**src/rtl/fixed_math_arbiter.sv**
```systemverilog
// Round-robin front end sharing one inverse-square-root and one reciprocal pipeline
// among N requesters; results return tagged, in acceptance order, at a fixed latency.

module fixed_inv_sqrt (
  input  logic        clk_in,
  input  logic [19:0] x_in,
  output logic [19:0] y_out
);
  // 1/sqrt(x/256) in Q.8 equals sqrt(2^32 / x) / 16, rounded.
  localparam logic [32:0] NUM = 33'h1_0000_0000;

  logic [18:0] den_reg;
  logic [32:0] quo_reg;
  logic [16:0] root_reg;
  logic [19:0] y_reg;

  function automatic logic [16:0] isqrt(input logic [33:0] v);
    logic [35:0] rem;
    logic [16:0] root;
    rem  = '0;
    root = '0;
    for (int i = 16; i >= 0; i--) begin
      rem = {rem[33:0], v[2*i+1 -: 2]};
      if (rem >= {17'b0, root, 2'b01}) begin
        rem  = rem - {17'b0, root, 2'b01};
        root = {root[15:0], 1'b1};
      end else begin
        root = {root[15:0], 1'b0};
      end
    end
    return root;
  endfunction

  // Non-positive operands are replaced by 1 so the divider never sees zero.
  always_ff @(posedge clk_in) begin
    den_reg  <= (x_in[19] || x_in == '0) ? 19'd1 : x_in[18:0];
    quo_reg  <= NUM / {14'b0, den_reg};
    root_reg <= isqrt({1'b0, quo_reg});
    y_reg    <= {7'b0, 13'((root_reg + 17'd8) >> 4)};
  end

  assign y_out = y_reg;
endmodule

module fixed_recip_lte1 (
  input  logic        clk_in,
  input  logic [19:0] x_in,
  output logic [19:0] y_out
);
  // 1/(x/256) in Q.8 equals 2^16 / x, rounded to nearest, sign restored last.
  logic        neg_reg;
  logic        neg2_reg;
  logic [8:0]  div_reg;
  logic [16:0] quo_reg;
  logic [19:0] y_reg;
  logic [19:0] mag;

  assign mag = x_in[19] ? (~x_in + 20'd1) : x_in;

  always_ff @(posedge clk_in) begin
    neg_reg  <= x_in[19];
    div_reg  <= (mag == '0 || mag > 20'd256) ? 9'd256 : mag[8:0];
    neg2_reg <= neg_reg;
    quo_reg  <= (17'h10000 + {9'b0, div_reg[8:1]}) / {8'b0, div_reg};
    y_reg    <= neg2_reg ? -{3'b0, quo_reg} : {3'b0, quo_reg};
  end

  assign y_out = y_reg;
endmodule

module fixed_math_arbiter #(
  parameter int N = 4,
  localparam int B = 20,
  localparam int D = 8
) (
  input  logic           clk_in,
  input  logic           rst_n_in,
  input  logic [N-1:0]   req_valid_in,
  input  logic [N-1:0]   req_op_in,
  input  logic [N*B-1:0] req_data_in,
  output logic [N-1:0]   req_ready_out,
  output logic [N-1:0]   resp_valid_out,
  output logic [B-1:0]   resp_data_out,
  output logic           resp_op_out,
  output logic           resp_err_out,
  output logic           busy_out
);
  localparam int PW    = $clog2(N);
  localparam int DEPTH = 4;
  localparam logic [B-1:0] SAT     = {1'b0, {(B-1){1'b1}}};
  localparam logic [B-1:0] ONE     = B'(1) << D;
  localparam logic [B-1:0] MIN_MAG = B'(1) << (D - 6);

  logic [B-1:0] req_data [N];

  genvar gi;
  generate
    for (gi = 0; gi < N; gi++) begin : g_unpack
      assign req_data[gi] = req_data_in[gi*B +: B];
    end
  endgenerate

  logic [PW-1:0] last_reg;
  logic [PW-1:0] win_idx;
  logic [PW-1:0] cand;
  logic          accept;

  always_comb begin
    req_ready_out = '0;
    win_idx       = last_reg;
    accept        = 1'b0;
    cand          = '0;
    for (int k = 1; k <= N; k++) begin
      cand = PW'((int'(last_reg) + k) % N);
      if (!accept && req_valid_in[cand]) begin
        accept                = 1'b1;
        win_idx               = cand;
        req_ready_out[cand]   = 1'b1;
      end
    end
  end

  logic         s0_valid_reg;
  logic         s0_op_reg;
  logic [N-1:0] s0_id_reg;
  logic [B-1:0] s0_data_reg;

  always_ff @(posedge clk_in or negedge rst_n_in) begin
    if (!rst_n_in) begin
      last_reg     <= PW'(N - 1);
      s0_valid_reg <= 1'b0;
      s0_op_reg    <= 1'b0;
      s0_id_reg    <= '0;
    end else begin
      s0_valid_reg <= accept;
      if (accept) begin
        last_reg  <= win_idx;
        s0_op_reg <= req_op_in[win_idx];
        s0_id_reg <= req_ready_out;
      end
    end
  end

  always_ff @(posedge clk_in) begin
    if (accept) s0_data_reg <= req_data[win_idx];
  end

  logic [B-1:0] s0_mag;
  logic         s0_err;

  assign s0_mag = s0_data_reg[B-1] ? (~s0_data_reg + B'(1)) : s0_data_reg;

  // Reciprocal domain: 1/64 <= |x| <= 1.0 (zero falls below the lower bound).
  always_comb begin
    if (!s0_op_reg) s0_err = s0_data_reg[B-1] || (s0_data_reg == '0);
    else            s0_err = (s0_mag > ONE) || (s0_mag < MIN_MAG);
  end

  logic [DEPTH-1:0]        tag_valid_reg;
  logic [DEPTH-1:0]        tag_op_reg;
  logic [DEPTH-1:0]        tag_err_reg;
  logic [DEPTH-1:0][N-1:0] tag_id_reg;

  always_ff @(posedge clk_in or negedge rst_n_in) begin
    if (!rst_n_in) begin
      tag_valid_reg <= '0;
      tag_op_reg    <= '0;
      tag_err_reg   <= '0;
      tag_id_reg    <= '0;
    end else begin
      tag_valid_reg <= {tag_valid_reg[DEPTH-2:0], s0_valid_reg};
      tag_op_reg    <= {tag_op_reg[DEPTH-2:0], s0_op_reg};
      tag_err_reg   <= {tag_err_reg[DEPTH-2:0], s0_err};
      tag_id_reg    <= {tag_id_reg[DEPTH-2:0], s0_id_reg};
    end
  end

  logic [B-1:0] isq_y;
  logic [B-1:0] rcp_y;
  logic [B-1:0] rcp_dly_reg;

  fixed_inv_sqrt u_isq (
    .clk_in (clk_in),
    .x_in   (s0_data_reg),
    .y_out  (isq_y)
  );

  fixed_recip_lte1 u_rcp (
    .clk_in (clk_in),
    .x_in   (s0_data_reg),
    .y_out  (rcp_y)
  );

  // Pads the 3-cycle reciprocal up to the 4-cycle inverse square root.
  always_ff @(posedge clk_in) rcp_dly_reg <= rcp_y;

  logic         out_valid_reg;
  logic         out_op_reg;
  logic         out_err_reg;
  logic [N-1:0] out_id_reg;
  logic [B-1:0] out_data_reg;

  always_ff @(posedge clk_in or negedge rst_n_in) begin
    if (!rst_n_in) begin
      out_valid_reg <= 1'b0;
      out_op_reg    <= 1'b0;
      out_err_reg   <= 1'b0;
      out_id_reg    <= '0;
    end else begin
      out_valid_reg <= tag_valid_reg[DEPTH-1];
      out_op_reg    <= tag_op_reg[DEPTH-1];
      out_err_reg   <= tag_err_reg[DEPTH-1];
      out_id_reg    <= tag_id_reg[DEPTH-1];
    end
  end

  always_ff @(posedge clk_in) begin
    out_data_reg <= tag_err_reg[DEPTH-1] ? SAT : (tag_op_reg[DEPTH-1] ? rcp_dly_reg : isq_y);
  end

  always_ff @(posedge clk_in or negedge rst_n_in) begin
    if (!rst_n_in) begin
      resp_valid_out <= '0;
      resp_data_out  <= '0;
      resp_op_out    <= 1'b0;
      resp_err_out   <= 1'b0;
    end else begin
      resp_valid_out <= out_valid_reg ? out_id_reg : '0;
      if (out_valid_reg) begin
        resp_data_out <= out_data_reg;
        resp_op_out   <= out_op_reg;
        resp_err_out  <= out_err_reg;
      end
    end
  end

  assign busy_out = s0_valid_reg | (|tag_valid_reg) | out_valid_reg;
endmodule

```
**config.mk**
```make
export PLATFORM = sky130hd
export DESIGN_NAME = fixed_math_arbiter
export DESIGN_NICKNAME = d
export VERILOG_FILES = /design/src/rtl/fixed_math_arbiter.sv
export SDC_FILE = /design/constraint.sdc
export NUM_CORES = 2
export LEC_CHECK = 0
export BUFFER_PORTS_ARGS = -buffer_cell sky130_fd_sc_hd__buf_2
export CORE_ASPECT_RATIO = 1.75
export CORE_MARGIN = 3
export CORE_UTILIZATION = 25
export CTS_CLUSTER_SIZE = 20
export DETAILED_ROUTE_END_ITERATION = 8
export PLACE_DENSITY = 0.4
export SLEW_MARGIN = 20
export SYNTH_ARGS = -nofsm -noshare
export SYNTH_HDL_FRONTEND = slang
export SYNTH_SLANG_ARGS = --single-unit
export TNS_END_PERCENT = 100
```
**constraint.sdc**
```tcl
create_clock -name clk_in -period 199.6 [get_ports clk_in]
set_input_delay 29.94 -clock clk_in [delete_from_list [all_inputs] [get_ports clk_in]]
set_output_delay 29.94 -clock clk_in [all_outputs]
set_load 0.005 [all_outputs]
```
* After elaboration in Yosys (flattened, before gate mapping)
Cells that the tools add are included.
** Storage, ports and cells
- Register bits :: 259
- Input bits :: 90
- Output and inout port bits :: 31
** Cells by class
- Add/sub/neg operators :: 24
- Div/mod/pow operators :: 2
- $lt $le $gt $ge :: 29
- Mux-type cells :: 71
- Bitwise gates (word level) :: 8
- Reduce and logical (&&, ||, !) cells :: 17
** Operators by type and width (count)
- 34-bit two-way mux :: 16
- 20-bit two-way mux :: 3
- 20-bit binary-select mux with 2-bit select :: 1
- 20-bit zero test :: 2
- 36-bit by 10-bit greater-or-equal comparator with 1-bit output :: 1
- 36-bit by 11-bit greater-or-equal comparator with 1-bit output :: 1
- 36-bit by 12-bit greater-or-equal comparator with 1-bit output :: 1
- 36-bit by 13-bit greater-or-equal comparator with 1-bit output :: 1
- 36-bit by 14-bit greater-or-equal comparator with 1-bit output :: 1
- 36-bit by 15-bit greater-or-equal comparator with 1-bit output :: 1
- 36-bit by 16-bit greater-or-equal comparator with 1-bit output :: 1
- 36-bit by 17-bit greater-or-equal comparator with 1-bit output :: 1
- 36-bit by 18-bit greater-or-equal comparator with 1-bit output :: 1
- 36-bit by 3-bit greater-or-equal comparator with 1-bit output :: 1
- 36-bit by 4-bit greater-or-equal comparator with 1-bit output :: 1
- 36-bit by 5-bit greater-or-equal comparator with 1-bit output :: 1
- 36-bit by 6-bit greater-or-equal comparator with 1-bit output :: 1
- 36-bit by 7-bit greater-or-equal comparator with 1-bit output :: 1
- 36-bit by 8-bit greater-or-equal comparator with 1-bit output :: 1
- 36-bit by 9-bit greater-or-equal comparator with 1-bit output :: 1
- 34-bit by 10-bit subtractor with 34-bit output :: 1
- 34-bit by 11-bit subtractor with 34-bit output :: 1
- 34-bit by 12-bit subtractor with 34-bit output :: 1
- 34-bit by 13-bit subtractor with 34-bit output :: 1
- other kinds (43) :: 109

* Logic depth before layout (Yosys ltp)
- Depth in word-level cells :: 34
- Gate-level depth with buffers :: 457

* By module
From an unflattened synthesis, not the netlist that was laid out.
** Unflattened totals
- Cell total of the unflattened synthesis :: 5587
- Area total of the unflattened synthesis :: 42375.6 sq um
** By module, submodules not included
- fixed_inv_sqrt :: instances 1, cells each 4168, area each 28808.9 sq um, seq. area each 1461.4 sq um
- fixed_recip_lte1 :: instances 1, cells each 1039, area each 8172.8 sq um, seq. area each 960.9 sq um
- fixed_math_arbiter :: instances 1, cells each 380, area each 5393.9 sq um, seq. area each 3130.5 sq um

* Worst setup path after synthesis
Ideal clock, no wire load.
- Kind :: register to register
- From :: reg u_isq.den_reg[17]
- To :: reg u_isq.quo_reg[6]
- Data arrival time :: 78.296 ns
- Required time :: 199.471 ns
- Setup slack :: 121.175 ns
- Cell stages (with the launch flop) :: 449
- Clock period less this slack :: 78.425 ns
- Path through :: dfxtp_1 or4_1 nor4_1 nand4_1 nor4_1 and3_1 nand2_1 ha_1 nor2b_1 o21bai_1 nand2_1 ha_1 a21oi_1 inv_1 nand2_1 nor3_1 nor2_1 inv_1 (+413 left out) ha_1 a21o_1 a21oi_1 nor2b_1 o21ai_0 nand2b_1 a21oi_1 nor2b_1 o21ai_0 nand2b_1 a21oi_1 nor2_1 a211oi_1 o21ai_0 a21o_1 a221oi_1 o2111a_1 o211ai_1
** On the way
- Word-level cells in the longest chain between the ends :: 1
** Ends and longest elaborated chain
- from (decl) :: line 12 : logic [18:0] den_reg;
- from (signal assigned) :: line 36 : den_reg <= (x_in[19] || x_in == '0) ? 19'd1 : x_in[18:0];
- 33-bit by 19-bit divider with 33-bit output :: line 37 : quo_reg <= NUM / {14'b0, den_reg};
- to (signal assigned) :: line 37
- to (decl) :: line 13 : logic [32:0] quo_reg;
Every way passes these cells.
A chain may end at the register's enable or synchronous reset.

* Worst setup path in the final report
- From :: reg u_isq.den_reg[18]
- To :: reg u_isq.quo_reg[6]
The elaborated chain is that of the path after synthesis.

==> impl_metrics.csv <==
group,metric,value,unit
die,die_w,311,um
place,io_buffers,120,
logic_synthesis,avgSynthCellArea,7.36,um^2
setup_path,worstPathRequired,200.10,ns
grt,antenna_found_initial,1,
logic_synthesis,syn_area,40600,um^2
logic_synthesis,synthSimpleGateAreaFrac,25.4,%
layout,layout_common_cells,"559 x ha_1, 545 x nand2_1, 471 x nor2_1",
clock_network,cts_tree,"yes",
route,wirelength,157000,um
sta,fin_setup_tns,0,ns
clock_network,cts_resized,0,
die,rows,195,
sta,max_clock_freq,11.2,MHz
setup_path,critPathKind,"reg -> reg",
logic_synthesis,synth-compound-area-share,27.2,%
logic_synthesis,synth_cells,5518,
route,ant_nets,0,
grt,grt_pass1_vias,41400,
clock_network,clk_pin_slew_worst_paths,0.07,ns
layout,area_growth_syn_to_layout,10.5,%
clock_network,cts_sinks,250,
sta,whs,0.324,ns
die,dieHeight,539,um
layout,multi_input_area,33300,um^2
setup_path,cp-start-kind,"flop",
logic_synthesis,muxShareOfSynthArea,5.93,%
die,core,162000,um^2
route,drtIter0Drc,1875,
setup_path,cp_num_buf_inv,23,
logic_synthesis,synth_cell_types,135,
logic_synthesis,synth_seq_area_share,13.7,%
sta,hold_violations,0,
sta,max_slew.worst_pin.slew,1.13,ns
logic_synthesis,ys_warn_count,0,
layout,register_area,5550,um^2
setup_path,crit_path_frequent_cell,"o21ai_0",
clock_network,root_buffer,"clkbuf_16",
setup_path,crit_fanout,39,
setup_path,worstPathArrival,89.93,ns
sta,rsz0062_at_grt,"false",
clock_network,cts_buffers,31,
layout,layout-drive-gt1-share,9.45,%
layout,largest_reg_flops,27,
die,dieArea,168000,um^2
layout,fillerInstances,17900,
die,initial_utilization,25.2,%
grt,track_usage,18.1,%
route,drc,0,
setup_path,critPathTopFamily,"compound AO/OA/AOI/OAI gates",
logic_synthesis,synth_fa_ha_area_share,17.2,%
clock_network,worst_skew_pair.late_latency,0.64,ns
clock_network,postCtsSetupRepairBufs,0,
setup_path,cp_slowest_cell,"clkinv_1",
logic_synthesis,synth_top_family_by_area,"compound AO/OA/AOI/OAI gates",
place,dp_hpwl,127000,um
layout,final_common_cell,"ha_1",
logic_synthesis,synth_edf_count,20,
grt,grt_first_pass_wirelength,240000,um
sta,relSlewSlack,24.1,%
sta,skew,0.0241,ns
sta,finalSetupViolCount,0,
place,place.gp.congestion,0.853,
grt,grt_max_degree,70,
logic_synthesis,synthXorXnorAreaFrac,6.03,%
sta,period_share,44.8,%
hold_path,min_path_type,"reg -> reg",
layout,nets,6231,
sta,finalCriticalPeriod,89.42,ns
die,io_pins,121,
logic_synthesis,ys_async_sr_fraction,27.6,%
route,wl_per_cell,20.3,um
setup_path,cp_slowest_stage_delay,0.94,ns
logic_synthesis,synthFlopType,"dfxtp_1",
clock_network,cts_hold_buf,0,
route,first_pass_iters,5,
setup_path,cp-end-kind,"flop",
job,maxCapViolations,0,
clock_network,h-tree-depth,1,
logic_synthesis,ys_seq_elements,250,
grt,overflow,0,
route,vias_per_cell,5.23,
route,via_count,40700,
clock_network,cts.path.max_buffers,3,
outcome,outcome,"completed",
sta,finalMaxSlewViolations,0,
[cell type report]
cell class	count	share of cell area (%)
tap	2167	6.04
antenna	2	0.0111
timing repair buffer	180	2.35
clock inverter	17	0.390
sequential	250	12.4
clock buffer	41	1.99
inverter	317	2.66
multi-input combinational	4802	74.2
[cell usage after synthesis, drive strengths merged (67+ instances only)]
cell type,instances,area share (%)
a21boi,67,1.2
a21o,140,2.6
a21oi,371,4.6
and3,69,1.1
clkbuf,112,1.0
dfrtp,67,4.1
dfxtp,161,7.9
ha,559,17
inv,309,2.9
mux2,169,4.7
nand2,549,5.1
nand2b,109,1.7
nand3,148,1.8
nand4,85,1.3
nor2,475,4.4
nor2b,94,1.4
nor3,261,3.3
o21a,249,4.6
o21ai,353,4.4
o31ai,133,2.5
xnor2,195,4.2
xor2,84,1.8
[stage by stage]
stage          setup WS [ns]  instances  utilization (%)  instance area, um^2
2_1_floorplan         121.18       5525                -                40700
3_3_place_gp          112.18       7716             27.1                43800
3_5_place_dp          110.68       7716             27.1                43800
4_1_cts               110.29       7774             27.8                44900
5_1_grt                99.51       7775             27.8                44900
6_report              110.18       7776             27.8                44900
[worst paths after layout]
kind	start	to	slack [ns]	cells past startpoint
worst min-delay path	u_rcp.y_out[0]$_DFF_P_	rcp_dly_reg[0]$_DFF_P_	0.32	0
worst max-delay path	u_isq.den_reg[18]$_SDFF_PP0_	u_isq.quo_reg[6]$_DFF_P_	110.18	430
worst min register to register	u_rcp.y_out[0]$_DFF_P_	rcp_dly_reg[0]$_DFF_P_	0.32	0
worst max register to register	u_isq.den_reg[18]$_SDFF_PP0_	u_isq.quo_reg[6]$_DFF_P_	110.18	430
max in group asynchronous	rst_n_in	resp_data_out[4]$_DFFE_PN0P_	169.51	1
min in group asynchronous	rst_n_in	tag_id_reg[10]$_DFF_PN0_	29.47	1
[worst reg2reg max path, delay by kind of cell, from the launching register on]
| kind | cells | cell delay, ns |
|---|---|---|
| compound gates | 282 | 55.58 |
| fa+ha+maj | 26 | 8.44 |
| buf+inv | 23 | 7.12 |
| flops | 1 | 0.33 |
| mux | 12 | 4.24 |
| simple gates | 87 | 13.67 |
[cells by family after synthesis]
logic type / count (synthesis)
AO/OA/AOI/OAI: 1662
XOR/XNOR: 279
adder cells (fa/ha/maj): 560
buffers and inverters: 473
flip-flops: 250
multiplexers: 218
other: 1
AND/OR/NAND/NOR: 2075
[layer usage]
metal	vias up	wire, um	track usage (%)
met2	600	89000	38.1
met5	-	0	0
met3	237	2630	1.01
met4	0	7470	7.57
met1	19400	58400	17.7
li1	20500	-	-
Power is not shown: default switching activity piles up to over one toggle a cycle in this logic, so the estimate is an artifact.
